==> src/rtl/cpu_pkg.sv <==
// cpu_pkg: shared memory-controller opcode and loader state types
package cpu_pkg;
  localparam int LINE_W = 512;
  typedef enum logic [1:0] {OP_IDLE = 2'b00, OP_READ = 2'b01, OP_WRITE = 2'b11} mc_op_t;
  typedef enum logic [3:0] {
    S_IDLE, S_RD_REQ, S_RD_WAIT, S_UNPACK, S_RUN, S_WB_READ, S_WB_REQ, S_WB_WAIT, S_DONE
  } state_t;
endpackage

==> src/rtl/cpu_line_buf.sv <==
// cpu_line_buf: 512-bit line register with full-line capture, 32-bit word insert and word select
module cpu_line_buf
  import cpu_pkg::*;
(
  input  logic              clk,
  input  logic              rst,
  input  logic              ld,
  input  logic [LINE_W-1:0] ld_data,
  input  logic              ins,
  input  logic [3:0]        ins_idx,
  input  logic [31:0]       ins_data,
  input  logic [3:0]        sel_idx,
  output logic [LINE_W-1:0] line,
  output logic [31:0]       word
);
  always_ff @(posedge clk or posedge rst)
    if (rst) line <= '0;
    else if (ld) line <= ld_data;
    else if (ins) line[{ins_idx, 5'd0} +: 32] <= ins_data;
  assign word = line[{sel_idx, 5'd0} +: 32];
endmodule

==> src/rtl/cpu_host_loader.sv <==
// cpu_host_loader: loads IM/DM from host lines, runs the CPU until halt, writes DM lines back (mc_* host side, ex_* CPU side)
module cpu_host_loader
  import cpu_pkg::*;
#(
  parameter int          IM_LINES   = 4,
  parameter int          DM_LINES   = 4,
  parameter int          WB_LINES   = 1,
  parameter logic [15:0] WB_DM_BASE = 16'h0000
) (
  input  logic              clk,
  input  logic              rst,
  input  logic              start,
  input  logic [31:0]       host_rd_base,
  input  logic [31:0]       host_wr_base,
  output logic [1:0]        mc_op,
  output logic [31:0]       mc_addr,
  input  logic              mc_ready,
  input  logic              mc_rd_valid,
  input  logic [LINE_W-1:0] mc_rd_data,
  output logic [LINE_W-1:0] mc_wrt_data,
  input  logic              mc_tx_done,
  output logic [15:0]       ex_addr,
  output logic [31:0]       ex_wrt_data,
  output logic              ex_im_wrt_en,
  output logic              ex_mem_wrt_en,
  output logic              ex_mem_rd_en,
  input  logic [31:0]       ex_rd_data,
  input  logic              cpu_halt,
  output logic              cpu_run,
  output logic              busy,
  output logic              done
);
  localparam logic [15:0] IM_LAST = 16'(IM_LINES - 1);
  localparam logic [15:0] DM_LAST = 16'(DM_LINES - 1);
  localparam logic [15:0] WB_LAST = 16'(WB_LINES - 1);
  state_t      state;
  logic        ph;
  logic [15:0] ln;
  logic [4:0]  wd;
  logic [31:0] wr_base;
  logic [31:0] word;
  logic        last_line;
  logic        more;
  assign last_line = ln == (ph ? DM_LAST : IM_LAST);
  assign more = !last_line || (!ph && DM_LINES != 0);
  assign ex_wrt_data = state == S_UNPACK ? word : '0;
  cpu_line_buf u_buf (
    .clk      (clk),
    .rst      (rst),
    .ld       (state == S_RD_WAIT && mc_rd_valid),
    .ld_data  (mc_rd_data),
    .ins      (state == S_WB_READ && wd != 5'd0),
    .ins_idx  (wd[3:0] - 4'd1),
    .ins_data (ex_rd_data),
    .sel_idx  (wd[3:0]),
    .line     (mc_wrt_data),
    .word     (word)
  );
  always_ff @(posedge clk or posedge rst)
    if (rst) begin
      state         <= S_IDLE;
      ph            <= 1'b0;
      ln            <= '0;
      wd            <= '0;
      wr_base       <= '0;
      mc_op         <= OP_IDLE;
      mc_addr       <= '0;
      ex_addr       <= '0;
      ex_im_wrt_en  <= 1'b0;
      ex_mem_wrt_en <= 1'b0;
      ex_mem_rd_en  <= 1'b0;
      cpu_run       <= 1'b0;
      busy          <= 1'b0;
      done          <= 1'b0;
    end else
      case (state)
        S_IDLE:
          if (start) begin
            wr_base <= host_wr_base;
            mc_addr <= host_rd_base;
            ln      <= '0;
            wd      <= '0;
            ph      <= IM_LINES == 0;
            busy    <= 1'b1;
            if (IM_LINES == 0 && DM_LINES == 0) begin
              state   <= S_RUN;
              cpu_run <= 1'b1;
            end else begin
              state <= S_RD_REQ;
              mc_op <= OP_READ;
            end
          end
        S_RD_REQ:
          if (mc_ready) begin
            state <= S_RD_WAIT;
            mc_op <= OP_IDLE;
          end
        S_RD_WAIT:
          if (mc_rd_valid) begin
            state         <= S_UNPACK;
            wd            <= '0;
            ex_addr       <= {ln[9:0], 6'd0};
            ex_im_wrt_en  <= !ph;
            ex_mem_wrt_en <= ph;
          end
        S_UNPACK:
          if (wd[3:0] != 4'd15) begin
            wd      <= wd + 5'd1;
            ex_addr <= ex_addr + 16'd4;
          end else begin
            ex_im_wrt_en  <= 1'b0;
            ex_mem_wrt_en <= 1'b0;
            wd            <= '0;
            if (more) begin
              state   <= S_RD_REQ;
              mc_op   <= OP_READ;
              mc_addr <= mc_addr + 32'd64;
              ln      <= last_line ? 16'd0 : ln + 16'd1;
              ph      <= ph | last_line;
            end else begin
              state   <= S_RUN;
              cpu_run <= 1'b1;
            end
          end
        S_RUN:
          if (cpu_halt) begin
            cpu_run <= 1'b0;
            if (WB_LINES == 0) begin
              state <= S_DONE;
              done  <= 1'b1;
            end else begin
              state        <= S_WB_READ;
              ln           <= '0;
              wd           <= '0;
              ex_addr      <= WB_DM_BASE;
              ex_mem_rd_en <= 1'b1;
            end
          end
        S_WB_READ:
          if (wd == 5'd16) begin
            state   <= S_WB_REQ;
            mc_op   <= OP_WRITE;
            mc_addr <= wr_base + {10'd0, ln, 6'd0};
            wd      <= '0;
          end else if (wd == 5'd15) begin
            wd           <= 5'd16;
            ex_mem_rd_en <= 1'b0;
          end else begin
            wd      <= wd + 5'd1;
            ex_addr <= ex_addr + 16'd4;
          end
        S_WB_REQ:
          if (mc_ready) begin
            state <= S_WB_WAIT;
            mc_op <= OP_IDLE;
          end
        S_WB_WAIT:
          if (mc_tx_done) begin
            if (ln == WB_LAST) begin
              state <= S_DONE;
              done  <= 1'b1;
            end else begin
              state        <= S_WB_READ;
              ln           <= ln + 16'd1;
              wd           <= '0;
              ex_addr      <= WB_DM_BASE + {ln[9:0] + 10'd1, 6'd0};
              ex_mem_rd_en <= 1'b1;
            end
          end
        S_DONE: begin
          state <= S_IDLE;
          done  <= 1'b0;
          busy  <= 1'b0;
        end
        default: state <= S_IDLE;
      endcase
endmodule
==> config.mk <==
export PLATFORM = sky130hd
export DESIGN_NAME = cpu_host_loader
export DESIGN_NICKNAME = d
export VERILOG_FILES = /design/src/rtl/cpu_pkg.sv /design/src/rtl/cpu_line_buf.sv /design/src/rtl/cpu_host_loader.sv
export SDC_FILE = /design/constraint.sdc
export NUM_CORES = 2
export LEC_CHECK = 0
export ABC_AREA = 1
export CAP_MARGIN = 10
export CELL_PAD_IN_SITES_DETAIL_PLACEMENT = 1
export CELL_PAD_IN_SITES_GLOBAL_PLACEMENT = 1
export CORE_AREA = 10 10 466 468
export CTS_CLUSTER_DIAMETER = 80
export DETAILED_ROUTE_END_ITERATION = 16
export DIE_AREA = 0 0 476 478
export PLACE_DENSITY = 0.47
export SLEW_MARGIN = 20
export SYNTH_ARGS = -nofsm -noshare
export SYNTH_HDL_FRONTEND = slang
export SYNTH_SLANG_ARGS = --single-unit
==> constraint.sdc <==
create_clock -name clk -period 27.5 [get_ports clk]
set_input_delay 4.125 -clock clk [delete_from_list [all_inputs] [get_ports clk]]
set_output_delay 4.125 -clock clk [all_outputs]
set_load 0.01 [all_outputs]
* After elaboration in Yosys (flattened, before gate mapping)
Index checks and enable logic that the tools add are counted.
W data, S select, Z words.
** Storage, ports and cells
- Register bits after elaboration :: 626
- Bits of input ports :: 615
- Output and inout bits :: 600
- Logic and storage cells :: 164
** Operators by class
- Add/subtract/negate cells :: 8
- Eq/ne operators :: 29
- Shift operators :: 3
- Muxes and demuxes :: 74
- Bitwise logic cells :: 1
- Reductions and logical operators :: 34
** Operators by type and width (count)
- $mux W512 :: 2
- $bwmux W512 :: 1
- $shift A32 B11 Y512 const A :: 1
- $shiftx A32 B11 Y512 :: 1
- $shiftx A512 B10 Y32 :: 1
- $mux W16 :: 13
- $mux W32 :: 5
- $pmux W32 S3 :: 1
- $pmux W16 S5 :: 1
- $pmux W16 S4 :: 1
- $mux W5 :: 8
- $mux W4 :: 9
- $add A32 B22 Y32 :: 1
- $add A32 B7 Y32 const B :: 1
- $pmux W4 S8 :: 1
- $pmux W5 S6 :: 1
- $ne A2 B2 Y1 const B :: 13
- $reduce_and A6 Y1 :: 3
- $mux W1 :: 17
- $add A16 B1 Y16 const B :: 1
- $add A16 B3 Y16 const B :: 1
- $eq A16 B2 Y1 const B :: 1
- $eq A4 B3 Y1 const B :: 4
- $logic_not A16 Y1 :: 1
- other kinds (33) :: 60

* Depth between registers and ports, before layout
- Depth after elaboration :: 6
- Gate-level depth with buffers :: 20
- Mapped depth without buffers :: 15

* Cells and area by module
A second synthesis with hierarchy kept.
** Second synthesis, totals
- Cell total of the unflattened synthesis :: 5944
- Area total of the unflattened synthesis :: 39623.0 um^2
** By module, submodules not included
- cpu_line_buf :: times used 1, cells each 4552, area each 31037.3 um^2, sequential area each 12812.3 um^2
- cpu_host_loader :: times used 1, cells each 1392, area each 8585.7 um^2, sequential area each 2802.7 um^2

* Least setup slack after synthesis
Ideal clock, no wire load.
- Kind :: register -> output
- Start :: register wd[0]
- End :: output ex_wrt_data[10]
- Arrival :: 1.898 ns
- Data required time :: 23.375 ns
- Setup slack :: 21.477 ns
- Stages on the path, launching flop included :: 10
- Path buffers :: 4
- Path through :: dfrtp_1 > buf_2 > inv_2 > buf_2 > clkbuf_1 > clkbuf_1 > nor2_1 > o221ai_1 > nand3_1 > a21oi_1
** On the way
- Longest elaborated chain between the ends :: 2
** Ends and longest elaborated chain
- start, declared :: RTL line cpu_host_loader.sv:39 : logic [4:0] wd;
- start signal, assigned :: RTL line cpu_host_loader.sv:108 : wd <= wd + 5'd1;
- start signal, assigned :: RTL line cpu_host_loader.sv:149 : wd <= wd + 5'd1;
- $shiftx A512 B10 Y32 :: RTL line cpu_line_buf.sv:20 : assign word = line[{sel_idx, 5'd0} +: 32];
- $mux W32 :: RTL line cpu_host_loader.sv:46 : assign ex_wrt_data = state == S_UNPACK ? word : '0;
- end, declared :: RTL line cpu_host_loader.sv:23 : output logic [31:0] ex_wrt_data,
Every way passes these cells.

* Worst setup path after layout
- Start :: register wd[1]
- End :: output ex_wrt_data[13]
The elaborated chain is that of the path after synthesis.

==> results list <==
- Fraction of layout cells with a size suffix above 1: 0.0518
- The H-tree was split into 3 levels.
- Area growth from synthesis to layout: 47.9%
- Number of endpoints with negative hold slack in the final report: 0
- VDD sags by at most 0.0467 mV.
- DRT iter0 DRCs: 5158
- Sorting the synthesized cells by area gives the leading types as dfrtp_1, nand2_1, nand3_1.
* Sequential-to-total area share from yosys stat: 0.413
- Of the total synthesized cell area, the portion taken by XOR and XNOR cells is 0.00255.
* Core Footprint: 208000 sq um
- The die is 476 um wide.
- Post-Synthesis Cells: 5405
- The smallest clock period supported by the final layout is computed as 9210 ps.
* Relative slew slack: 0.213
- In the layout the commonest cells are nand2_1, clkdlybuf4s50_1, nand3_1.
- Antenna violations before repair: 132
* Worst reg2reg path depth: 13
- Max-cap violations: 0
- Die span in y: 478 um
* Buffers inserted by post-CTS timing repair: 0
- Setup repair after global routing left no endpoint under its margin.
- Counting distinct cell types in the post-synthesis netlist gives 56.
* TritonCTS clock tree: yes
- CTS buffer count: 101
- The biggest area contributor in the post-synthesis netlist is dfrtp_1.
- Mux cell area share after synthesis: 0.00179
- Buffers inserted to repair hold after CTS numbered 0.
- Kind of critical path: register to output pin
* Commonest non-fill, non-tap cell in the layout: nand2_1
- After clock tree synthesis, the clock-pin slew on the worst setup and hold paths is 60 ps.
- The final max-slew violation count came to 0.
* Clk Latency, worst-skew pair: 750 ps
* Final clock period utilization by the worst path: 0.335
* Die ar.: 228000 sq um
- Detailed placement HPWL: 287000 um
* Highest attainable clock frequency: 0.109 GHz
* Class of the most critical hold timing path: register to register
- Number of buffers on the longest clock path: 3
- Data on the critical path is required at its endpoint by 23370 ps.
* GRT Resource Usage Total: 0.300
* Clock root buffer: clkbuf_16
- In this run the core area contains 168 standard-cell rows.
- PostCTS Resize Cnt: 0
- Starting density of the core: 0.181
- In the routed layout, each cell is associated on average with a via count of 5.06.
* Power density over the cells: 128 nW/um^2
- Vias in the first global route: 47400
- In the routed design, unresolved DRC markers number 0.
* Cell with the largest stage delay on the worst path: a21oi_1
- Number of routed nets with antenna violations: 0
- Of all nets on the critical path, the largest fanout is 69.
* Top FF cell, synth: dfrtp_1
- Of the total synthesized cell area, the portion taken by full adders, half adders and majority gates is 0.00980.
- Number of warning messages in the yosys log: 0
- For this block, the routed nets add up to 357000 um of wire.
- After layout, the design draws a total of 7.13 mW.
- Total vias in the final route: 47200
- After synthesis, the largest family of logic cells by area is simple AND/OR/NAND/NOR gates.
* Hold Path Depth: 2
* WP data arrival: 5090 ps
- Summed over all failing endpoints, the final setup total negative slack is 0 ps.
- The first global-routing pass estimated 468000 um of wire.
- For this design the static power due to leakage is 23.9 nW.
- I/O Pins: 1215
* Router iterations before antenna repair: 6
- Category of the worst setup path launch point: register
- Worst Skew: 45.2 ps
- At the pin with the least slew margin, the transition time is 1180 ps.
- Weighted congestion at the end of routability-driven global placement: 0.967
- After synthesis the cells add up to 37800 sq um.
* Number of buffer cells added on primary ports: 1212
* Async set-or-reset flop fraction in the synthesized netlist: 1.00
- The worst setup path is captured at an output pin.
- For this run, the share of the core covered by cells in the final layout is 0.268.
- Final layout net count: 7040
- Of the post-synthesis cell area, the dominant cell type holds 0.413.
- Syn_area_per_cell: 6.99 sq um
* Setup violators final: 0
- TritonCTS Sinks: 624
* Residual overflow from global routing: 0
- Number of register bits inferred by synthesis: 624
- Cell-by-cell trace of the critical path: inv_4, buf_4, o21ai_0, o221ai_1, o211ai_1, a21oi_1, clkdlybuf4s50_1
- The run finished with clean final reports.
- Number of enable flip-flop cells after synthesis: 0
- After detailed routing, the average wire length per cell comes to 38.3 um.
- The filler cells instantiated in the layout total 25000.
* Largest net degree at the start of global routing: 148
- For this run, the slowest stage of the critical path takes 780 ps.
* Compound-gate portion of the synthesized area: 0.142
* Post-synthesis simple-gate area fraction: 0.356
-- area by class of cell --
cell class                      instances  area, sq um  share of cell area
Inverter                              292         1130              0.0202
Tap cell                             2805         3510              0.0628
Clock inverter                         46          559              0.0100
Sequential cell                       624        15600               0.280
Multi-Input combinational cell       4102        19500               0.349
Timing Repair Buffer                 1275        12600               0.226
Antenna cell                           49          123             0.00219
Clock buffer                          131         2800              0.0501
-- report_power, final --
part / internal (mW) / switching (mW)
clock network: 0.801 / 0.556
logic: 1.25 / 2.21
registers: 1.31 / 0.996
-- sequential cells by signal, summed over array words and instances, names as in the netlist, 2 cells and up --
name,count
mc_addr,32
ex_addr,14
wd,5
mc_op,2
u_buf.line,512
state,4
ln,16
wr_base,32
-- per-stage QoR --
stage                     instances  area [sq um]  setup slack [ps]  hold WS [ps]
final                          9324         55900             18290           478
after global routing           9310         55800             18120           511
after CTS                      9275         55800             18390           477
after detailed placement       9098         52400             19220           463
after global placement         9098         52400             19250           456
after floorplan                5406         37800              5900           440
-- worst max-delay path, delay by kind of cell (launching register included) --
family	cells	cell delay, ps
AOI/OAI and AO/OA	4	1340
DFF	1	730
buffers and inverters	3	2060
-- path summary, 6_finish.rpt --
path                       startpoint         endpoint  slack [ps]
setup / recovery                wd[1]  ex_wrt_data[13]       18290
min in group asynchronous         rst  u_buf.line[372]        3900
hold reg to reg            wr_base[5]       wr_base[5]         480
max in group asynchronous         rst    u_buf.line[3]       20800
hold / removal             wr_base[5]       wr_base[5]         480
setup reg to reg                wd[1]  u_buf.line[259]       21470
-- layer usage --
layer  GRT usage  vias up  wire [um]
met4       0.156       42      20200
li1            -    20100          -
met2       0.442     2330     152000
met1       0.400    24200     155000
met3      0.0789      514      29400
met5           0        -        255
-- cell usage after synthesis (all sizes together) (2+ instances only) --
cell type and number:
clkbuf 213, o21ai 412, a21oi 72, dfrtp 624
mux2 6, inv 290, nor2 547, a22oi 41
nor3 84, and2 3, ha 28, nand3b 8
xor2 10, nand2 1703, a22o 6, o22ai 41
a31oi 2, clkinv 2, nand4 49, o221ai 87
buf 175, o211ai 174, o21bai 6, or2 5
a21boi 12, nand3 795
-- kinds of logic (layout without fill, tap and decap cells) --
logic type	Yosys count	after routing
and+or+nand+nor	3196	3196
AOI/OAI and AO/OA	858	858
buffers and inverters	680	1744
DFF	624	624
adders and majority gates	29	29
xor gates and xnor gates	11	11
muxes	6	6
other	1	51
Note: power is estimated with default switching activity, not from simulation.
